<file path="config.mk">
export PLATFORM = sky130hd
export DESIGN_NAME = clarke_rr_scheduler
export DESIGN_NICKNAME = d
export VERILOG_FILES = /design/src/rtl/svpwm_pkg.sv /design/src/rtl/rr_arbiter.sv /design/src/rtl/clarke_rr_scheduler.sv
export SDC_FILE = /design/constraint.sdc
export NUM_CORES = 1
export LEC_CHECK = 0
export CORE_UTILIZATION = 42
export CTS_CLUSTER_DIAMETER = 50
export DETAILED_ROUTE_END_ITERATION = 8
export PLACE_DENSITY = 0.85
export SYNTH_ARGS = -nofsm -noshare
export SYNTH_HDL_FRONTEND = slang
export SYNTH_SLANG_ARGS = --single-unit
export TNS_END_PERCENT = 1
</file>
<file path="constraint.sdc">
create_clock -name clk -period 4 [get_ports clk]
set_input_delay 0.8 -clock clk [delete_from_list [all_inputs] [get_ports clk]]
set_output_delay 0.8 -clock clk [all_outputs]
set_load 0.005 [all_outputs]
</file>
<file path="src/rtl/svpwm_pkg.sv">
// Shared types for the SVPWM front end.
// Sample/result types, Clarke bundles and the scheduler state enum.
package svpwm_pkg;

  localparam int SAMPLE_W = 16;

  typedef logic signed [SAMPLE_W-1:0] sample_t;

  typedef struct packed {
    sample_t a;
    sample_t b;
    sample_t c;
  } abc_t;

  typedef struct packed {
    sample_t alpha;
    sample_t beta;
    sample_t gamma;
  } ab0_t;

  typedef enum logic [1:0] {
    IDLE,
    WAIT,
    DONE
  } sched_state_e;

endpackage

</file>
<file path="src/rtl/rr_arbiter.sv">
// Combinational round-robin picker.
// First request at or above ptr, wrapping, wins.
module rr_arbiter #(
  parameter int NCH = 4,
  localparam int IW = (NCH > 1) ? $clog2(NCH) : 1
) (
  input  logic [NCH-1:0] req,
  input  logic [IW-1:0]  ptr,
  output logic [NCH-1:0] gnt,
  output logic [IW-1:0]  idx,
  output logic           any
);

  logic [IW-1:0] j;

  // Walk from farthest to nearest so the nearest hit is written last.
  always_comb begin
    gnt = '0;
    idx = '0;
    any = 1'b0;
    j   = '0;
    for (int k = NCH - 1; k >= 0; k--) begin
      j = IW'((int'(ptr) + k) % NCH);
      if (req[j]) begin
        gnt    = '0;
        gnt[j] = 1'b1;
        idx    = j;
        any    = 1'b1;
      end
    end
  end

endmodule

</file>
<file path="src/rtl/clarke_rr_scheduler.sv">
// Round-robin scheduler sharing one Clarke unit among NCH samplers.
// Holds operands for the unit's latency, then returns a tagged result.
module clarke_rr_scheduler
  import svpwm_pkg::*;
#(
  parameter int NCH      = 4,
  parameter int W        = 16,
  parameter int XF_LAT   = 1,
  parameter int IMBAL_TH = 512,
  localparam int IW = (NCH > 1) ? $clog2(NCH) : 1
) (
  input  logic                       clk,
  input  logic                       rst_n,
  input  logic [NCH-1:0]             req_valid,
  output logic [NCH-1:0]             req_ready,
  input  logic [NCH-1:0][W-1:0]      req_a,
  input  logic [NCH-1:0][W-1:0]      req_b,
  input  logic [NCH-1:0][W-1:0]      req_c,
  output logic signed [W-1:0]        xf_a,
  output logic signed [W-1:0]        xf_b,
  output logic signed [W-1:0]        xf_c,
  input  logic signed [W-1:0]        xf_alpha,
  input  logic signed [W-1:0]        xf_beta,
  input  logic signed [W-1:0]        xf_gamma,
  output logic                       res_valid,
  input  logic                       res_ready,
  output logic [IW-1:0]              res_ch,
  output logic signed [W-1:0]        res_alpha,
  output logic signed [W-1:0]        res_beta,
  output logic signed [W-1:0]        res_gamma,
  output logic                       res_imbal,
  output logic                       busy
);

  localparam int CW = 4;

  sched_state_e  state_q;
  sched_state_e  state_d;
  logic [IW-1:0] ptr_q;
  logic [IW-1:0] ptr_nxt;
  logic [CW-1:0] cnt_q;
  logic [NCH-1:0] gnt;
  logic [IW-1:0] gnt_idx;
  logic          gnt_any;
  logic          accept;
  logic          last;

  logic signed [W:0] g_ext;
  logic [W:0]        g_mag;
  logic              imbal_d;

  rr_arbiter #(
    .NCH (NCH)
  ) u_arb (
    .req (req_valid),
    .ptr (ptr_q),
    .gnt (gnt),
    .idx (gnt_idx),
    .any (gnt_any)
  );

  assign accept  = (state_q == IDLE) && gnt_any;
  assign last    = (state_q == WAIT) && (cnt_q == CW'(1));
  assign ptr_nxt = (gnt_idx == IW'(NCH - 1)) ? '0 : gnt_idx + 1'b1;

  // One extra bit so the most negative gamma has a representable magnitude.
  assign g_ext   = {xf_gamma[W-1], xf_gamma};
  assign g_mag   = g_ext[W] ? -g_ext : g_ext;
  assign imbal_d = g_mag > (W+1)'(IMBAL_TH);

  always_ff @(posedge clk or negedge rst_n) begin
    if (!rst_n) state_q <= IDLE;
    else        state_q <= state_d;
  end

  always_comb begin
    state_d = state_q;
    unique case (state_q)
      IDLE: if (accept)    state_d = WAIT;
      WAIT: if (last)      state_d = DONE;
      DONE: if (res_ready) state_d = IDLE;
      default:             state_d = IDLE;
    endcase
  end

  always_comb begin
    req_ready = '0;
    busy      = 1'b1;
    if (state_q == IDLE) begin
      req_ready = gnt;
      busy      = 1'b0;
    end
  end

  always_ff @(posedge clk or negedge rst_n) begin
    if (!rst_n) begin
      ptr_q     <= '0;
      cnt_q     <= '0;
      xf_a      <= '0;
      xf_b      <= '0;
      xf_c      <= '0;
      res_ch    <= '0;
      res_alpha <= '0;
      res_beta  <= '0;
      res_gamma <= '0;
      res_imbal <= 1'b0;
      res_valid <= 1'b0;
    end else begin
      if (accept) begin
        xf_a   <= req_a[gnt_idx];
        xf_b   <= req_b[gnt_idx];
        xf_c   <= req_c[gnt_idx];
        res_ch <= gnt_idx;
        ptr_q  <= ptr_nxt;
        cnt_q  <= CW'(XF_LAT);
      end else if (state_q == WAIT) begin
        cnt_q <= cnt_q - 1'b1;
      end
      if (last) begin
        res_alpha <= xf_alpha;
        res_beta  <= xf_beta;
        res_gamma <= xf_gamma;
        res_imbal <= imbal_d;
        res_valid <= 1'b1;
      end else if ((state_q == DONE) && res_ready) begin
        res_valid <= 1'b0;
      end
    end
  end

endmodule
</file>
* Word-level counts from Yosys, hierarchy flattened
Cells that the tools add are included.
** Word-level totals
- Flip-flop bits (word level) :: 108
- Input port bits :: 247
- Output and inout bits :: 105
** Operators by class
- Add/sub/neg operators :: 6
- Order comparisons :: 10
- Equal/unequal tests :: 7
- Mux-type cells :: 46
- Reductions and logical operators :: 11
** Operator list (count)
- $bmux 16 s2 :: 3
- $mux 16 :: 3
- $mux 4 :: 7
- $gt 17x10->1 const B :: 1
- $mux 17 :: 1
- $neg 16->17 :: 1
- $mux 2 :: 8
- $lt 2x3->1 const B :: 5
- $mux 1 :: 15
- $bmux 1 s2 :: 4
- $demux 1 s2 :: 4
- $ge 2x1->1 const B :: 4
- $logic_and 1x1->1 :: 7
- $ne 2x2->1 const B :: 3
- $pmux 2 s3 :: 1
- $add 2x1->2 const B :: 2
- $add 2x2->2 const B :: 2
- $eq 2x2->1 const B :: 2
- $eq 4x1->1 const B :: 1
- $reduce_bool 2->1 :: 2
- $sub 4x1->4 const B :: 1
- $reduce_and 3->1 :: 1
- $eq 2x1->1 const B :: 1
- $logic_not 2->1 :: 1

* Depth between registers and ports, before layout
- Depth after elaboration :: 10
- Gate-level depth with buffers :: 13
- Depth with buffers taken out :: 7

* Modules after synthesis
Synthesis repeated with hierarchy kept, for this count alone.
** Unflattened totals
- Cell total of the unflattened synthesis :: 551
- Area, all modules :: 6177.2 um^2
** Modules (own cells, without submodules)
- clarke_rr_scheduler :: instances 1, cells an instance 490, area an instance 5667.9 um^2
- rr_arbiter :: instances 1, cells an instance 61, area an instance 509.2 um^2

* Worst setup path after synthesis
Ideal clock, no wire load.
- Path kind :: register to output
- Start :: register ptr_q[0]
- End :: output req_ready[0]
- Data arrival time :: 2431 ps
- Required time :: 3200 ps
- Setup slack :: 769 ps
- Stages on the path, launching flop included :: 8
- Buffers on the path :: 2
- Path through :: dfrtp_1 buf_6 clkbuf_1 inv_1 ha_1 mux4_2 a211o_1 a21oi_1
** On the way
- Word-level cells in the longest chain between the ends :: 10
- Elaborated cells on any way between the ends :: 36
** Ends and longest elaborated chain
- start: declaration :: line clarke_rr_scheduler.sv:39 : logic [IW-1:0] ptr_q;
- start signal: assignment :: line clarke_rr_scheduler.sv:114 : ptr_q <= ptr_nxt;
- $add 2x2->2 :: line rr_arbiter.sv:23 : j = IW'((int'(ptr) + k) % NCH);
- $lt 2x3->1 (not written as such) / $ge 2x1->1 (equally long branches) :: line rr_arbiter.sv:26 : gnt[j] = 1'b1;
- $logic_and 1x1->1 (not written as such) :: line rr_arbiter.sv:26
- $mux 1 (not written as such) :: line rr_arbiter.sv:26
- $demux 1 s2
- $mux 4 (3 in a row) :: line rr_arbiter.sv:24 : if (req[j]) begin
- $mux 4 (*) :: line rr_arbiter.sv:24
- $mux 4 (*) :: line clarke_rr_scheduler.sv:89 : if (state_q == IDLE) begin
- end: declaration :: line clarke_rr_scheduler.sv:15 : output logic [NCH-1:0] req_ready,
Mark *: on every way between the ends. The rest lies on a longest branch, timed or not. The select of a mux whose other input is x is not followed.

* Final worst setup path
- Start :: input req_valid[1]
- End :: output req_ready[2]
** On the way
- Word-level cells in the longest chain between the ends :: 7
- Elaborated cells on any way between the ends :: 13
** Ends and longest elaborated chain
- start: declaration :: line clarke_rr_scheduler.sv:14 : input logic [NCH-1:0] req_valid,
- $bmux 1 s2 :: line rr_arbiter.sv:24
- $mux 1 (not written as such) :: line rr_arbiter.sv:24
- $mux 4 (3 in a row) :: line rr_arbiter.sv:24
- $mux 4 (*) :: line rr_arbiter.sv:24
- $mux 4 (*) :: line clarke_rr_scheduler.sv:89
Marked as above.

==> summary.txt <==
Logic synthesis
  • List of most frequent post-synthesis cells: 108 x dfrtp_1, 99 x nand3_1, 61 x nand2_1, 61 x nor2_1, 59 x inv_1
  • Cells after Synth: 847
  • Post-synth top area share: a little over a third
  • Mean Syn Cell Area: between 8 and 9 µm²
  • FFs w/ async S/R, synth: 100.0%
  • Flops & latches, synth: around 110
  • Synth warn: 0
  • Top cell type by total area after synthesis: dfrtp_1
  • Post-synth EDFFs: 0
  • Cell variety after synth: between 40 and 50
  • Syn_nets: between 1,000 and 1,500
  • Mapped Area: 0.007600 mm²
  • Count leader, synth: dfrtp_1
  • Synth top area cells: dfrtp_1 36%, mux2_2 7.3%, mux2i_1 7.1%
  • Leading register cell type out of synthesis: dfrtp_1
  • Post-synthesis sequential area ratio: between 30% and 40%

GRT
  • Gr ovfl total: 0
  • First-pass GRT wire length: 43.93 mm
  • All-Layer GR Usage: 30.59%
  • Vias in the first global route: about 8,300
  • Largest net degree at the start of global routing: slightly above 100
  • Initial antenna violation count: 0

Die
  • Initial Utilization: 43.49%
  • Die Wd: 136.5 µm
  • Die footprint: 0.01864 mm²
  • Core area: between 0.015 and 0.02 mm²
  • Chip height: 136.5 µm
  • Rows: 48
  • Io pins: around 350

STA
  • Worst hold slack: approximately 0.50 ns
  • Fmax: roughly 260 MHz
  • Slew headroom: 22.09%
  • Final hold vios: 0
  • Final setup vio count: 0
  • Fin crit share: between 90% and 100%
  • Tmin final: ~3.9 ns
  • Final setup margin: approximately 0.15 ns
  • Worst slew pin tran: between 1 and 1.5 ns
  • Clock Skew: between 0.009 and 0.01 ns
  • Final Slew Violations: 0

Placement
  • Cell Area, Placed: roughly 0.011 mm²
  • Routability cong.: approximately 0.82
  • Post-DP HPWL: approximately 20 mm
  • I/O Buffers: between 300 and 400
  • Place WS: ~0.052 ns

Setup path
  • Critical path's slowest cell: clkdlybuf4s50_1
  • Worst Path Required: ~3.2 ns
  • Crit path kind: in -> out
  • Most used cell, CP: clkdlybuf4s50_1
  • Startpoint Class: input pin
  • CP Max Fanout: 5
  • Worst path max stage delay: ~0.55 ns
  • CP endpoint kind: output port
  • Crit path buf inv count: 2
  • Critical Path, Cell by Cell: clkdlybuf4s50_1 -> mux4_2 -> nor2b_4 -> a221oi_1 -> a211o_1 -> a21oi_1 -> clkdlybuf4s50_1
  • Largest delay share family, worst path: buffers and inverters
  • WP data arrival: 3.05 ns

Route
  • Via Count: around 8,300
  • # DRC: 0
  • Antenna violation net count after detailed routing: 0
  • First-pass detailed-route iteration total: 8
  • Via density: between 6 and 7
  • Wirelength per Cell: between 20 and 25 µm
  • Routed WL: about 29 mm
  • DRT iter0 DRCs: between 500 and 600

Pwr
  • Total Power: about 9.3 mW
  • Leakage: between 4 and 5 nW
  • P per Cell Area: between 700 and 800 mW/mm²
  • Worst VDD drop: around 0.45 mV

Clocking
  • Clk slew on worst S/H paths: around 0.070 ns
  • Worst skew pair latency: between 0.3 and 0.4 ns
  • TritonCTS clock tree: yes
  • Clock root cell: clkbuf_16
  • Max Buffers Root-to-Sink: 2
  • CTS Sinks: ~110
  • Cts bufs inserted: 9
  • Number of H-tree levels: 3
  • Postcts setup bufs: 0

Layout
  • Layout cells sized above 1: a little under an eighth
  • ANT cells: 0
  • Layout area overhead: 54.53%
  • Fin nets: approximately 1,400
  • Layout Cell Area excl Fill: approximately 0.012 mm²

Run status
  • Outcome: finished clean

Worst hold path
  • Min-Delay Path Class: reg -> reg

Run
  • Max-cap violations: 0
==> metal layers <==
layer / up-vias / share of wire, % / global-route usage, %
met4: 0 / 4.8 / 17.78
li1: 3787 / - / -
met2: 466 / 48 / 51.33
met3: 86 / 9.7 / 7.778
met5: - / 0 / 0
met1: 4009 / 37 / 35.23
==> cell families after synthesis <==
family | count (synthesis) | synth area share, %
xor gates and xnor gates | 2 | 0.2305
muxes | 106 | 15.26
buffers and inverters | 147 | 8.495
adders and majority gates | 10 | 1.646
and+or+nand+nor | 243 | 14.57
DFF | 108 | 35.56
AOI/OAI and AO/OA | 231 | 24.23
==> tightest hold or removal path: stages, from the launching register on <==
cell	delay [ns]
dfrtp_1	0.36
nand2_1	0.05
nand2_1	0.06
==> registers in the layout (all words and copies together), names as in the netlist, 2 cells and up <==
signal     cells
cnt_q          4
ptr_q          2
res_alpha     16
res_beta      16
res_ch         2
res_gamma     16
state_q        2
xf_a          16
xf_b          16
xf_c          16
==> per-stage QoR <==
stage | std cells | TNS [ns] | util (%)
floorplan | 847 | 0 | -
detailed placement | 1368 | 0 | 64.98
global placement | 1368 | 0 | 64.98
CTS | 1384 | 0 | 66.99
global route | 1385 | -0.007485 | 67.20
finish | 1385 | 0 | 67.20
==> where the power goes <==
part | internal (mW) | total (mW) | switching [mW] | leakage [nW]
Combinational | 2.90 | 6.20 | 3.30 | 3.37
Sequential | 1.67 | 2.00 | 0.332 | 1.23
Clock | 0.634 | 1.07 | 0.438 | 0.170
Total | 5.21 | 9.27 | 4.07 | 4.77
==> cell usage in the layout, fill, tap and decap left out, drive strengths merged, types with 2 or more instances in the layout <==
cell type / count
a2111oi: 48
a211o: 5
a211oi: 53
a21o: 2
a21oi: 8
a221oi: 4
a311oi: 48
buf: 34
bufinv: 3
clkbuf: 11
clkdlybuf4s50: 350
dfrtp: 108
ha: 10
inv: 60
mux2: 49
mux2i: 54
mux4: 4
nand2: 61
nand2b: 4
nand3: 99
nor2: 62
nor2b: 3
nor3: 5
nor4: 2
o21ai: 56
or2: 2
==> cell type report <==
type,instances,area (µm²)
Clock buffer,11,242.7
Clock inverter,5,107.6
Fill cell,1364,5733
Inverter,59,221.5
Multi-Input combinational cell,593,4363
Sequential cell,108,2706
Tap cell,225,281.5
Timing Repair Buffer,384,3821
==> what timing repair did <==
| action | CTS | global route |
|---|---|---|
| hold buffers | 0 | 0 |
| gates resized for setup | 0 | 4 |
| endpoints found under the hold margin | 0 | 0 |
| endpoints found under the setup margin | 0 | 4 |
==> final timing paths <==
check	depth (start not counted)	slack, ns	end	from
worst max-delay path	7	0.15	req_ready[2]	req_valid[1]
worst min-delay path	2	0.50	res_ch[1]	res_ch[1]
worst max register to register	8	0.74	xf_a[4]	ptr_q[0]
worst min register to register	2	0.50	res_ch[1]	res_ch[1]
max in group asynchronous	2	2.44	xf_b[10]	rst_n
min in group asynchronous	1	0.63	res_gamma[5]	rst_n
(Power assumes the default switching activity.)
